**config.mk**
```make
export PLATFORM = sky130hd
export DESIGN_NAME = dp_axi_loader
export DESIGN_NICKNAME = d
export VERILOG_FILES = /design/src/rtl/dp_axi_loader_pkg.sv /design/src/rtl/dp_load_cnt.sv /design/src/rtl/dp_axi_loader.sv
export SDC_FILE = /design/constraint.sdc
export NUM_CORES = 1
export LEC_CHECK = 0
export CORE_AREA = 2 2 298 300
export DETAILED_ROUTE_END_ITERATION = 8
export DIE_AREA = 0 0 300 302
export HOLD_SLACK_MARGIN = 0.05
export PLACE_DENSITY = 0.41
export SLEW_MARGIN = 0
export SYNTH_ARGS = -nofsm -noshare
export SYNTH_HDL_FRONTEND = slang
export SYNTH_SLANG_ARGS = --single-unit
```
**constraint.sdc**
```tcl
create_clock -name clk -period 2.6 [get_ports clk]
set_clock_uncertainty 0.15 [all_clocks]
set_input_delay 0.78 -clock clk [delete_from_list [all_inputs] [get_ports clk]]
set_output_delay 0.78 -clock clk [all_outputs]
set_load 0.05 [all_outputs]
```
**src/rtl/dp_axi_loader_pkg.sv**
```systemverilog
// ============================================================
// dp_axi_loader_pkg: shared mode encodings and FSM states
// Rev 1.0
// ============================================================
`default_nettype none

package dp_axi_loader_pkg;

    localparam logic [1:0] M_CTXT = 2'b01;
    localparam logic [1:0] M_PTXT = 2'b10;

    typedef enum logic [1:0] {
        S_IDLE = 2'd0,
        S_LOAD = 2'd1,
        S_DONE = 2'd2
    } state_t;

    function automatic logic mode_valid(input logic [1:0] mode);
        return (mode == M_CTXT) || (mode == M_PTXT);
    endfunction

endpackage

`default_nettype wire

```
**src/rtl/dp_load_cnt.sv**
```systemverilog
// ============================================================
// dp_load_cnt: address / poly / half counter with final-beat flag
// Rev 1.0
// ============================================================
`default_nettype none

module dp_load_cnt
    import dp_axi_loader_pkg::*;
#(
    parameter int ADDR_WIDTH = 9,
    parameter int NUM_POLY   = 3,
    parameter int POLY_W     = 2
) (
    input  logic                  clk,
    input  logic                  rst_n,
    input  logic                  i_clr,
    input  logic                  i_inc,
    input  logic [1:0]            i_mode,
    input  logic                  i_sel,
    output logic [ADDR_WIDTH-1:0] o_addr,
    output logic [POLY_W-1:0]     o_poly,
    output logic                  o_half,
    output logic                  o_final
);

    logic [ADDR_WIDTH-1:0] r_addr;
    logic [POLY_W-1:0]     r_poly;
    logic                  r_half;
    logic                  r_ctxt;
    logic                  w_addr_wrap;
    logic                  w_poly_wrap;

    assign w_addr_wrap = &r_addr;
    assign w_poly_wrap = (r_poly == POLY_W'(NUM_POLY - 1));

    always_ff @(posedge clk) begin
        if (!rst_n) begin
            r_addr <= '0;
            r_poly <= '0;
            r_half <= 1'b0;
            r_ctxt <= 1'b0;
        end else if (i_clr) begin
            r_addr <= '0;
            r_poly <= '0;
            r_ctxt <= (i_mode == M_CTXT);
            // ctxt always starts in half 0; ptxt stays on the selected half
            r_half <= (i_mode == M_CTXT) ? 1'b0 : i_sel;
        end else if (i_inc) begin
            r_addr <= r_addr + ADDR_WIDTH'(1);
            if (w_addr_wrap) begin
                if (w_poly_wrap) begin
                    r_poly <= '0;
                    r_half <= 1'b1;
                end else begin
                    r_poly <= r_poly + POLY_W'(1);
                end
            end
        end
    end

    assign o_addr  = r_addr;
    assign o_poly  = r_poly;
    assign o_half  = r_half;
    assign o_final = w_addr_wrap && w_poly_wrap && (!r_ctxt || r_half);

endmodule

`default_nettype wire

```
**src/rtl/dp_axi_loader.sv**
```systemverilog
// ============================================================
// dp_axi_loader: streams coefficient beats into banked poly RAMs
// Rev 1.0
// ============================================================
`default_nettype none

module dp_axi_loader
    import dp_axi_loader_pkg::*;
#(
    parameter int COE_WIDTH     = 39,
    parameter int ADDR_WIDTH    = 9,
    parameter int NUM_POLY      = 3,
    parameter int NUM_BASE_BANK = 8
) (
    input  logic                                 clk,
    input  logic                                 rst_n,
    input  logic [1:0]                           i_mode,
    input  logic                                 i_buf_sel,
    input  logic                                 i_start,
    input  logic                                 i_clear,
    input  logic                                 i_valid,
    output logic                                 o_ready,
    input  logic [COE_WIDTH*NUM_BASE_BANK-1:0]   i_data,
    input  logic                                 i_last,
    output logic [NUM_BASE_BANK*NUM_POLY*2-1:0]  o_axi_we,
    output logic [ADDR_WIDTH*NUM_BASE_BANK-1:0]  o_axi_wraddr,
    output logic [COE_WIDTH*NUM_BASE_BANK-1:0]   o_axi_data,
    output logic                                 o_axi_done,
    output logic                                 o_err
);

    localparam int c_we_w   = NUM_BASE_BANK * NUM_POLY * 2;
    localparam int c_poly_w = (NUM_POLY > 1) ? $clog2(NUM_POLY) : 1;
    localparam int c_g_w    = $clog2(2 * NUM_POLY);

    state_t                          r_state;
    state_t                          w_state_nxt;
    logic                            w_accept;
    logic                            w_cnt_clr;
    logic                            w_err_set;
    logic                            w_err_clr;
    logic [ADDR_WIDTH-1:0]           w_addr;
    logic [c_poly_w-1:0]             w_poly;
    logic                            w_half;
    logic                            w_final;
    logic [c_g_w-1:0]                w_gidx;
    logic [c_we_w-1:0]               w_we;
    logic [c_we_w-1:0]               r_we;
    logic [ADDR_WIDTH*NUM_BASE_BANK-1:0] r_wraddr;
    logic [COE_WIDTH*NUM_BASE_BANK-1:0]  r_data;
    logic                            r_done;
    logic                            r_err;

    dp_load_cnt #(
        .ADDR_WIDTH (ADDR_WIDTH),
        .NUM_POLY   (NUM_POLY),
        .POLY_W     (c_poly_w)
    ) u_cnt (
        .clk     (clk),
        .rst_n   (rst_n),
        .i_clr   (w_cnt_clr),
        .i_inc   (w_accept),
        .i_mode  (i_mode),
        .i_sel   (i_buf_sel),
        .o_addr  (w_addr),
        .o_poly  (w_poly),
        .o_half  (w_half),
        .o_final (w_final)
    );

    // Global poly index selects one bank group of write enables
    assign w_gidx = (w_half ? c_g_w'(NUM_POLY) : c_g_w'(0)) + c_g_w'(w_poly);

    for (genvar g = 0; g < 2 * NUM_POLY; g++) begin : g_we
        assign w_we[g*NUM_BASE_BANK +: NUM_BASE_BANK] = {NUM_BASE_BANK{w_gidx == c_g_w'(g)}};
    end

    always_comb begin
        w_state_nxt = r_state;
        w_accept    = 1'b0;
        w_cnt_clr   = 1'b0;
        w_err_set   = 1'b0;
        w_err_clr   = 1'b0;
        case (r_state)
            S_IDLE: begin
                if (i_start) begin
                    if (mode_valid(i_mode)) begin
                        w_cnt_clr   = 1'b1;
                        w_err_clr   = 1'b1;
                        w_state_nxt = S_LOAD;
                    end else begin
                        w_err_set = 1'b1;
                    end
                end
            end
            S_LOAD: begin
                w_accept = i_valid;
                if (i_valid) begin
                    // Early or missing i_last is flagged; either way the beat is written
                    w_err_set = (i_last != w_final);
                    if (w_final || i_last) begin
                        w_state_nxt = S_DONE;
                    end
                end
            end
            S_DONE: begin
                if (i_clear) begin
                    w_state_nxt = S_IDLE;
                end
            end
            default: w_state_nxt = S_IDLE;
        endcase
    end

    always_ff @(posedge clk) begin
        if (!rst_n) begin
            r_state  <= S_IDLE;
            r_we     <= '0;
            r_wraddr <= '0;
            r_data   <= '0;
            r_done   <= 1'b0;
            r_err    <= 1'b0;
        end else begin
            r_state <= w_state_nxt;
            r_we    <= w_accept ? w_we : '0;
            if (w_accept) begin
                r_wraddr <= {NUM_BASE_BANK{w_addr}};
                r_data   <= i_data;
            end
            r_done <= (r_state == S_DONE) && !i_clear;
            if (w_err_clr) begin
                r_err <= 1'b0;
            end else if (w_err_set) begin
                r_err <= 1'b1;
            end
        end
    end

    assign o_ready      = (r_state == S_LOAD);
    assign o_axi_we     = r_we;
    assign o_axi_wraddr = r_wraddr;
    assign o_axi_data   = r_data;
    assign o_axi_done   = r_done;
    assign o_err        = r_err;

endmodule

`default_nettype wire

```
==> results.py <==
metrics = {
    "run_status": {
        "status": "complete, no violations",
    },
    "setup_path": {
        "r2r-end": "o_err$_SDFFE_PP0P_",
        "r2r_slack_ns": 0.32,
        "cp_slowest_cell": "clkdlybuf4s15_1",
        "reg2reg_depth": 9,
        "slowest_delay_ns": 0.55,
        "r2r-start": "u_cnt.o_addr[0]$_SDFFE_PP0P_",
        "crit_required_ns": 1.67,
        "path_cells": "clkdlybuf4s15_1",
        "worstPathMaxFanout": 8,
        "crit_buf_inv": 1,
        "worst_setup_path_end_kind": "output port",
        "critPathKind": "reg2out",
        "path_delay_family": "buffers and inverters",
        "start_kind": "flop",
        "cp_data_arrival_time_ns": 1.58,
    },
    "grt": {
        "grt-ovfl-total": 0,
        "grt_pass1_vias": 12858,
        "grt_max_degree": 83,
        "grt_util_all_layers_pct": 11.5,
        "antenna_found_initial": 3,
        "grt_pass1_wl_um": 80400,
    },
    "sta": {
        "fmax_mhz": 398,
        "hold_slack_ns": 0.297,
        "tightest_slew_ns": 0.586,
        "fin_setup_tns_ns": 0,
        "rsz0062_at_grt": "true",
        "finalHoldViolCount": 0,
        "relSlewSlack_pct": 61.1,
        "period_share_pct": 96.6,
        "fin_crit_ns": 2.51,
        "drv_slew": 0,
        "finalSetupViolCount": 0,
    },
    "clock_tree": {
        "cts_buffers": 44,
        "cts_tree": "built",
        "clk_latency_ns": 0.54,
        "cts_resized": 316,
        "cts.clk_slew.worst_paths_ns": 0.06,
        "h-tree-depth": 2,
        "cts_buffer_depth": 3,
        "post_cts_buffers": 0,
        "numClockSinks": 344,
        "cts-root-buf": "clkbuf_16",
        "postCtsHoldBufs": 0,
    },
    "place": {
        "dp_hpwl_um": 42000,
        "routabilityCongestion": 0.797,
        "port_buffers": 755,
    },
    "die": {
        "io_pins": 756,
        "start_util_pct": 15.5,
        "die-area_sq_um": 90600,
        "die_w_um": 300,
        "die_h_um": 302,
        "coreArea_sq_um": 87600,
        "rows": 109,
    },
    "power_and_ir_drop": {
        "ir_worst_vdd_mv": 0.340,
        "p_leak_nw": 9.64,
        "power_mw": 13.5,
        "p_per_area_nw_per_um2": 593,
    },
    "synth": {
        "yosys_warnings": 0,
        "synth_fp_nets": 1935,
        "syn_area_per_cell_sq_um": 8.44,
        "syn_inst": 1608,
        "synth_area_leaders": "dfxtp_1, nand2_1, a21boi_1",
        "yosysTopAreaCell": "dfxtp_1",
        "yosysSeqAreaShare_pct": 50.7,
        "yosys.cell_types.count": 35,
        "ys.flop_type": "dfxtp_1",
        "async_flop_share_pct": 0,
        "synth_edf_count": 0,
        "ys_ff_latch": 344,
        "synthTopCellsByCount": "nand2_1, dfxtp_1, a21boi_1",
        "synth_area_sq_um": 13600,
        "synth_top_area_share_pct": 50.7,
        "yosys.cell_count.top_type": "nand2_1",
    },
    "route": {
        "firstDrtPassIters": 6,
        "drc_errors": 0,
        "routed_wl_um": 54800,
        "vias": 12806,
        "viasPerCell": 3.71,
        "drt_iter0_markers": 423,
        "ant_nets": 0,
        "wire_per_inst_um": 15.9,
    },
    "finish": {
        "syn_to_final_growth_pct": 67.6,
        "nets": 2586,
        "drive_above_1_share_pct": 11.5,
        "fillers": 9618,
    },
    "job": {
        "maxCapViolations": 0,
    },
    "worst_hold_path": {
        "whs_endpoint": "o_axi_data[157]$_SDFFE_PN0P_",
        "hp-start": "o_axi_data[157]$_SDFFE_PN0P_",
        "min_path_cells": 2,
        "hold_path_class": "reg2reg",
    },
}
==> per-stage QoR <==
stage / worst slack [ns] / cells / area [sq um] / util, %
after floorplan: 0.395 / 1608 / 13600 / -
after global placement: -0.158 / 3378 / 21800 / 24.8
after detailed placement: -0.151 / 3378 / 21800 / 24.8
after CTS: 0.00606 / 3453 / 22800 / 26.0
after global routing: -0.00484 / 3455 / 22800 / 26.0
final: 0.0888 / 3456 / 22800 / 26.0
==> worst max path at each step <==
stage	startpoint	endpoint	slack, ns	cells after the start
after floorplan	r_state[0]$_SDFFE_PN0P_	o_ready	0.39	2
after global placement	i_mode[1]	u_cnt.o_half$_SDFFE_PN0P_	-0.16	6
after detailed placement	i_mode[1]	o_err$_SDFFE_PP0P_	-0.15	6
after CTS	o_axi_wraddr[64]$_SDFFE_PN0P_	o_axi_wraddr[46]	0.006	1
after global routing	o_axi_we[39]$_SDFF_PN0_	o_axi_we[32]	-0.005	1
final	o_axi_wraddr[64]$_SDFFE_PN0P_	o_axi_wraddr[46]	0.09	1
==> final cells by class <==
| cell class | count | area (sq um) | share of cell area, % |
|---|---|---|---|
| Inverter | 7 | 26.3 | 0.115 |
| Multi-Input combinational cell | 1041 | 5360 | 23.5 |
| Sequential cell | 344 | 6890 | 30.3 |
| Clock inverter | 13 | 98.8 | 0.434 |
| Tap cell | 1165 | 1460 | 6.40 |
| Antenna cell | 3 | 7.51 | 0.0330 |
| Clock buffer | 62 | 1290 | 5.67 |
| Timing Repair Buffer | 821 | 7630 | 33.5 |
==> registers in the layout (all words and copies together) (netlist names), 2 cells and up <==
name	flops
o_axi_we	6
r_state	2
o_axi_wraddr	9
u_cnt.o_addr	9
u_cnt.o_poly	2
o_axi_data	312
==> tightest hold or removal path: stages, from the launching register on <==
cell	delay, ns
dfxtp_1	0.30
nand2_1	0.05
a21boi_1	0.05
==> where the power goes <==
group | switching [mW] | internal (mW) | leakage [nW]
Clock | 2.42 | 3.53 | 0.689
Sequential | 0.0877 | 5.44 | 2.78
Combinational | 1.15 | 0.857 | 6.17
Total | 3.66 | 9.83 | 9.64
==> per-layer routing <==
layer	up-vias	share of wire, %	routed length (um)	track usage (%)
met4	2	3.1	1690	4.18
met3	86	8.8	4810	4.29
met2	447	51	27900	21.1
li1	6370	-	-	-
met5	-	0.015	8	0
met1	5901	37	20400	11.9
==> cells in the final DEF (no fill, tap or decap), types with 3 or more instances in the layout <==
cell type,instances
inv_1,7
dlygate4sd2_1,310
nand4b_1,4
o21ai_0,4
nor3_1,5
nand3_1,7
clkdlybuf4s50_1,319
nand2_1,650
nor2b_1,3
buf_12,22
buf_4,166
ha_1,5
clkbuf_16,45
dfxtp_1,344
mux2i_1,4
clkinv_2,9
clkbuf_1,7
clkbuf_8,11
nor2_1,8
a21boi_0,122
diode_2,3
a21boi_1,200
a21oi_1,8
==> logic make-up (layout without fill, tap and decap cells) <==
group / Yosys count / in the layout / synth area share [%]
adders and majority gates: 6 / 6 / 0.608
AOI/OAI and AO/OA: 338 / 338 / 18.5
xor gates and xnor gates: 2 / 2 / 0.129
DFF: 344 / 344 / 50.7
muxes: 4 / 4 / 0.295
other: 0 / 3 / 0
and+or+nand+nor: 691 / 691 / 19.9
buffers and inverters: 223 / 903 / 9.86
(Power assumes the default switching activity.)
